File: src/rtl/uart_fifo_pkg.sv
// Shared defaults and helpers for the uart transmit byte queue.
package uart_fifo_pkg;

  localparam int UART_FIFO_WIDTH = 8;
  localparam int UART_FIFO_DEPTH = 16;

  function automatic int ptr_w(input int depth);
    return $clog2(depth);
  endfunction

endpackage

File: src/rtl/fifo_ram.sv
// Simple dual-port storage: synchronous write, asynchronous read for fall-through output.
module fifo_ram
  import uart_fifo_pkg::*;
#(
  parameter int WIDTH = UART_FIFO_WIDTH,
  parameter int DEPTH = UART_FIFO_DEPTH
) (
  input  logic                    clk,
  input  logic                    we,
  input  logic [ptr_w(DEPTH)-1:0] waddr,
  input  logic [WIDTH-1:0]        wdata,
  input  logic [ptr_w(DEPTH)-1:0] raddr,
  output logic [WIDTH-1:0]        rdata
);

  logic [WIDTH-1:0] mem [DEPTH];

  always_ff @(posedge clk) begin
    if (we) mem[waddr] <= wdata;
  end

  assign rdata = mem[raddr];

endmodule

File: src/rtl/uart_tx_fifo.sv
// Byte queue between bridge_tx and uart_tx using start/done handshakes on both sides.
// Optional occupancy / high-water status ports: define UART_TX_FIFO_STATUS_EN.
module uart_tx_fifo
  import uart_fifo_pkg::*;
#(
  parameter int WIDTH = UART_FIFO_WIDTH,
  parameter int DEPTH = UART_FIFO_DEPTH
) (
  input  logic                    clk,
  input  logic                    rst_n,
  input  logic [WIDTH-1:0]        data_i,
  input  logic                    start_i,
  output logic                    done_o,
  output logic [WIDTH-1:0]        data_o,
  output logic                    start_o,
  input  logic                    done_i
`ifdef UART_TX_FIFO_STATUS_EN
  ,
  output logic [$clog2(DEPTH):0]  count_o,
  output logic [$clog2(DEPTH):0]  max_count_o
`endif
);

  localparam int            PW       = ptr_w(DEPTH);
  localparam logic [PW:0]   FULL_CNT = (PW+1)'(DEPTH);
  localparam logic [PW:0]   CNT_ONE  = (PW+1)'(1);
  localparam logic [PW-1:0] PTR_ONE  = PW'(1);

  logic [PW-1:0] wr_ptr;
  logic [PW-1:0] rd_ptr;
  logic [PW:0]   count;
  logic          push;
  logic          pop;

  assign done_o  = (count != FULL_CNT);
  assign start_o = (count != '0);
  assign push    = start_i && done_o;
  assign pop     = start_o && done_i;

  fifo_ram #(
    .WIDTH (WIDTH),
    .DEPTH (DEPTH)
  ) u_ram (
    .clk   (clk),
    .we    (push),
    .waddr (wr_ptr),
    .wdata (data_i),
    .raddr (rd_ptr),
    .rdata (data_o)
  );

  // Pointers wrap by natural overflow; count carries the extra bit for full vs empty.
  always_ff @(posedge clk) begin
    if (!rst_n) begin
      wr_ptr <= '0;
      rd_ptr <= '0;
      count  <= '0;
    end else begin
      if (push) wr_ptr <= wr_ptr + PTR_ONE;
      if (pop)  rd_ptr <= rd_ptr + PTR_ONE;
      case ({push, pop})
        2'b10:   count <= count + CNT_ONE;
        2'b01:   count <= count - CNT_ONE;
        default: count <= count;
      endcase
    end
  end

`ifdef UART_TX_FIFO_STATUS_EN
  logic [PW:0] max_count;

  always_ff @(posedge clk) begin
    if (!rst_n) max_count <= '0;
    else if (count > max_count) max_count <= count;
  end

  assign count_o     = count;
  assign max_count_o = max_count;
`endif

endmodule

File: config.mk
export PLATFORM = sky130hd
export DESIGN_NAME = uart_tx_fifo
export DESIGN_NICKNAME = d
export VERILOG_FILES = /design/src/rtl/uart_fifo_pkg.sv /design/src/rtl/fifo_ram.sv /design/src/rtl/uart_tx_fifo.sv
export SDC_FILE = /design/constraint.sdc
export NUM_CORES = 1
export LEC_CHECK = 0
export CAP_MARGIN = 20
export CORE_MARGIN = 3
export CORE_UTILIZATION = 54
export DETAILED_ROUTE_END_ITERATION = 10
export PLACE_DENSITY_LB_ADDON = 0.08
export SLEW_MARGIN = 10
export SYNTH_ARGS = -nofsm -noshare
export SYNTH_HDL_FRONTEND = slang
export SYNTH_SLANG_ARGS = --single-unit
File: constraint.sdc
create_clock -name clk -period 2.87 [get_ports clk]
set_clock_uncertainty 0.15 [all_clocks]
set_input_delay 0.574 -clock clk [delete_from_list [all_inputs] [get_ports clk]]
set_output_delay 0.574 -clock clk [all_outputs]
set_load 0.01 [all_outputs]
== Word-level counts from Yosys, hierarchy flattened ==
Memories as Yosys holds them, arrays and structs flattened. A register that Yosys moved wholly into a read port is not among the register bits.
Index checks and enable logic that the tools add are counted.

* Divide/modulo/power cells: 0
* Multiply operators: 0
* Bitwise operators: 0
* Order comparisons: 0
* Shift-type cells: 0
* Add/sub/neg operators: 4
* Equal/unequal tests: 3
* Reductions and logical operators: 4
* Multiplexer cells: 5

{| class="wikitable"
|+ Operators with widths
! operator !! number
|-
| case mux 5 bit (2 select lines) || 1
|-
| adder 4 x 1 -> 4 bit, second input constant || 2
|-
| two-way mux 4 bit || 2
|-
| adder 5 x 1 -> 5 bit, second input constant || 1
|-
| != test 5 bit, second input constant || 1
|-
| nonzero test 5 bit || 1
|-
| subtractor 5 x 1 -> 5 bit, second input constant || 1
|-
| == test 2 x 1 -> 1 bit, second input constant || 1
|-
| == test 2 bit, second input constant || 1
|-
| logical AND 1 bit || 2
|-
| two-way mux 1 bit || 2
|-
| nonzero test 2 bit || 1
|}

* Input bits: 12
* ROM bits: 0
* Bits in latches: 0
* Output and inout port bits: 10
* Memory bits (writable): 128
* Memories kept: 1
* Logic and storage cells: 20
* Flip-flop bits (word level): 13

{| class="wikitable"
|+ Memories
! memory !! depth !! bits a word !! rd ports !! clocked after Yosys merged registers in !! write ports !! line !! source
|-
| u_ram.mem || 16 || 8 || 1 || 1 || 1 || fifo_ram.sv:16 || <nowiki>logic [WIDTH-1:0] mem [DEPTH];</nowiki>
|}

== Logic depth before layout (Yosys ltp) ==
Gate-level depths: netlist (run 1).

* Depth in word-level cells: 4
* Mapped depth: 12
* Depth with buffers taken out: 10

== Hierarchy ==
A second synthesis (run 1) with hierarchy kept.

* Cells, all modules: 302
* Area total of the unflattened synthesis: 5,735.5 sq um

{| class="wikitable"
|+ Modules (own cells, without submodules)
! module !! cells each !! sequential area each (sq um) !! times used !! area each (sq um)
|-
| fifo_ram || 221 || 3,843.7 || 1 || 4,987.3
|-
| uart_tx_fifo || 81 || 260.2 || 1 || 748.2
|}

== Worst setup path before layout (run 1) ==
No wires, ideal clock.

* Path type: reg-to-reg
* Start: register count[1]
* End: register count[4]
* Stages on the path, launching flop included: 13
* Period minus slack after synthesis: 2.750 ns
* Arrival time: 2.536 ns
* Slack: 0.120 ns
* Buffers on the path: 2
* Cell sequence: dfxtp_1 -> buf_6 -> or4_4 -> o21ai_4 -> inv_1 -> ha_1 -> clkbuf_1 -> xor2_1 -> ha_1 -> nand2_1 -> o21ai_0 -> or3_1 -> nand4_1

* Word-level cells in the longest chain between the ends: 4
* Elaborated cells between the ends (all ways): 10
* Classes of those cells: 2 x add/sub; 3 x eq/ne; 1 x mux; 4 x reduce/logical

{| class="wikitable"
|+ RTL lines
! element !! line !! source
|-
| start, declared || uart_tx_fifo.sv:31 || <nowiki>logic [PW:0] count;</nowiki>
|-
| start signal, assigned || uart_tx_fifo.sv:62 || <nowiki>2'b10: count <= count + CNT_ONE;</nowiki>
|-
| start signal, assigned || uart_tx_fifo.sv:63 || <nowiki>2'b01: count <= count - CNT_ONE;</nowiki>
|-
| start signal, assigned || uart_tx_fifo.sv:64 || <nowiki>default: count <= count;</nowiki>
|-
| nonzero test 5 bit (*) || uart_tx_fifo.sv:36 || <nowiki>assign start_o = (count != '0);</nowiki>
|-
| logical AND 1 bit (*) || uart_tx_fifo.sv:38 || <nowiki>assign pop = start_o && done_i;</nowiki>
|-
| net pop || uart_tx_fifo.sv:33 || <nowiki>logic pop;</nowiki>
|-
| == test 2 x 1 -> 1 bit / == test 2 bit (equally long branches) || uart_tx_fifo.sv:61 || <nowiki>case ({push, pop})</nowiki>
|-
| case mux 5 bit (2 select lines) / nonzero test 2 bit (equally long branches) || -- ||
|}

The timed path passes the listed nets; every way through them passes the cells marked *.
A chain may end at the register's enable or synchronous reset.

==> results.tsv, run 1 <==
stage	metric	value	unit
cts	insertion_delay	0.52	ns
final_layout	drive_gt1_share	32.7	%
power	p_int	0.00450	W
outcome	outcome	finished, final reports clean	
floorplanning	rows	37	
logic_synthesis	synth_enable_flop_cells	128	
cts	cts_buffers	17	
sta	fin_crit_sh	98.9	%
critical_path	end_kind	primary output	
cts	ctsHoldBuffers	0	
global_routing	grt_start_max_net_pins	33	
critical_path	required	2.15	ns
final_layout	nNetsFinal	408	
cts	clk_pin_slew	0.06	ns
critical_path	arrival	2.11	ns
critical_path	critPathKind	flop to primary output	
floorplanning	fp.dieW	111	um
logic_synthesis	synth_top_area_share	65.2	%
logic_synthesis	ys_ff_latch	145	
cts	htreeDepth	4	
floorplanning	core	0.0105	mm^2
logic_synthesis	synth_top_flop_cell	edfxtp_1	
critical_path	cp-start-kind	flop	
sta	hold_ws	0.423	ns
final_layout	diodes	0	
drt	route.vias.total	3120	
global_routing	grt_pass1_vias	3225	
logic_synthesis	avgSynthCellArea	17.9	um^2
power	cellPowerDensity	838	mW/mm^2
power	p_sw	0.00155	W
drt	drt-initial-drc-count	258	
logic_synthesis	yosysTopAreaCell	edfxtp_1	
sta	min_period	2.84	ns
logic_synthesis	synth_cells	330	
drt	via_per_inst	5.81	
sta	finalHoldViolCount	0	
sta	fmax	352	MHz
power	power	0.00605	W
critical_path	reg2reg_depth	9	
global_routing	grt_first_pass_wirelength	18.7	mm
cts	root_buffer	clkbuf_8	
logic_synthesis	synth.distinct_cells	45	
place	dpl.hpwl	7.29	mm
power	p_leak	2.46	nW
place	placed_area	0.00647	mm^2
global_routing	grt_overflow	0	
logic_synthesis	yosys-top-cells-area	edfxtp_1 (65%), mux4_2 (12%), dfxtp_1 (5.8%)	
sta	setup_viol	0	
floorplanning	die_area	0.0122	mm^2
logic_synthesis	synth_most_common_cell	edfxtp_1	
sta	tns	0	ns
job	maxCapViolations	0	
power	power_frac_seq	40.9	%
floorplanning	ios	22	
sta	slew_violations	0	
power	power.share.clock	37.1	%
final_layout	final_area	0.00722	mm^2
logic_synthesis	syn_nets	350	
logic_synthesis	seq_area_frac_synth	70.9	%
floorplanning	fp.dieH	111	um
logic_synthesis	synth_area	0.00590	mm^2
power	combPwrFrac	22.0	%
critical_path	endpoint	data_o[6]	
logic_synthesis	async_flop_share	0	%
power	ir_drop	0.562	mV
drt	drc	0	
critical_path	rr_endpoint	count[4]	
logic_synthesis	synth.top_cells.by_count	edfxtp_1 (128), mux4_2 (32), dfxtp_1 (17), nand2_1 (17), a22oi_1 (16)	
drt	drtAntennaViolNets	0	
critical_path	crit_path_max_fanout	6	
place	io_buffers	21	
sta	rsz0062_at_grt	true	
cts	cts_buffer_depth	2	
place	gp_congestion	0.800	
critical_path	reg2reg_slack	0.21	ns
sta	worstMarginPinSlew	0.601	ns
sta	slew_headroom	59.8	%
cts	cts_tree	done	
critical_path	rr_startpoint	count[0]	
drt	drtPass1Iterations	4	
global_routing	grtUsageTotal	20.8	%
logic_synthesis	yosys_warnings	0	
final_layout	fin_util	69.0	%
min_path	hold_path.class	flop to flop	
drt	wirelength	11.9	mm
power	switching_share	25.6	%
final_layout	syn_to_final_growth	22.4	%
floorplanning	start_util	56.4	%
global_routing	antenna_found_initial	0	
drt	routedWlPerCell	22.1	um
cts	cts.sinks	145	
metrics by stage:
| stage | instances | worst slack (ns) |
|---|---|---|
| after CTS | 538 | -0.0286 |
| final | 537 | 0.0329 |
| after floorplan | 330 | 0.120 |
| after global routing | 537 | -0.0483 |
| after global placement | 501 | 0.0918 |
| after detailed placement | 501 | 0.0343 |
flip-flops by register name, indices dropped and copies added, names as in the netlist, named ones only:
register,cells
u_ram.mem,128
count,5
rd_ptr,4
wr_ptr,4
final cells by class:
type                    instances  area (um^2)
clock buffers                  18          418
clock inverters                14          189
fillers                       710         3240
inverters                       5         18.8
multi-input cells             160         1680
flip-flops and latches        145         4190
well taps                     136          170
repair buffers                 59          551
cells by family (layout without fill, tap and decap cells):
group | Yosys count | count (layout) | share of synthesized area [%]
AOI/OAI and AO/OA | 35 | 35 | 4.94
xor gates and xnor gates | 6 | 6 | 0.891
adders and majority gates | 8 | 8 | 1.70
buffers and inverters | 25 | 96 | 1.82
DFF | 145 | 145 | 70.9
muxes | 36 | 36 | 12.9
and+or+nand+nor | 75 | 75 | 6.83
worst min path at each step:
stage              start        end  slack [ns]  depth (start not counted)
3_3_place_gp   wr_ptr[3]  wr_ptr[3]        0.40                          2
4_1_cts        wr_ptr[0]  wr_ptr[3]        0.43                          2
5_1_grt        wr_ptr[0]  wr_ptr[3]        0.47                          2
2_1_floorplan  wr_ptr[0]  wr_ptr[3]        0.38                          2
3_5_place_dp   wr_ptr[0]  wr_ptr[3]        0.42                          2
6_report       wr_ptr[0]  wr_ptr[3]        0.42                          2
critical path: stages (launching register included):
cell and delay (ns):
dfxtp_4 0.40, buf_12 0.14, buf_12 0.13, mux4_2 0.52, a22oi_2 0.19, nand2_1 0.08, buf_2 0.14
cell usage in the layout (no fill, tap or decap), types with 2 or more instances in the layout:
master and instances:
edfxtp_1 128, o21a_1 4, nand2_1 17, buf_2 8
nand2b_1 3, nand4b_1 2, nand3b_1 2, mux2i_1 4
mux4_2 32, a22oi_2 14, clkbuf_16 16, buf_4 31
bufinv_16 4, nor2b_1 9, nand3_1 4, clkdlybuf4s50_1 13
nor2_1 15, dfxtp_1 16, o2111ai_1 2, inv_1 5
clkinvlp_4 6, a22oi_1 2, nor3_1 5, buf_12 6
a21oi_1 2, clkinv_2 3, nand4_1 3, ha_1 8
xnor2_1 5, and2_1 8
per-layer routing:
metal  GRT usage [%]  vias to the layer above  wire (um)
met5               0                        -          0
met4            8.54                        0        194
met3            5.21                       13        712
met2            32.2                       94       5950
met1            28.6                     1582       4990
li1                -                     1431          -
power groups by stage:
stage	logic, W	registers (W)	clock network [W]
after floorplan	0.000848	0.00249	0
final	0.00133	0.00247	0.00224
after detailed placement	0.00125	0.00251	0
after CTS	0.00136	0.00247	0.00227
after global placement	0.00124	0.00250	0
after global routing	0.00147	0.00249	0.00237
what timing repair did:
action / in CTS / in global routing
gates cloned: 2 / 0
pin swaps: 9 / 4
gates resized for setup: 51 / 5
setup endpoints to repair: 8 / 9
buffers inserted: 3 / 0
No activity file was read; power rests on OpenSTA's default activity.
==> run 2, diff against run 1 <==
SKIP_LAST_GASP = 1   (was default)
==> results of run 2 <==
No change in the layout: final DEF, timing and power equal those of run 1.
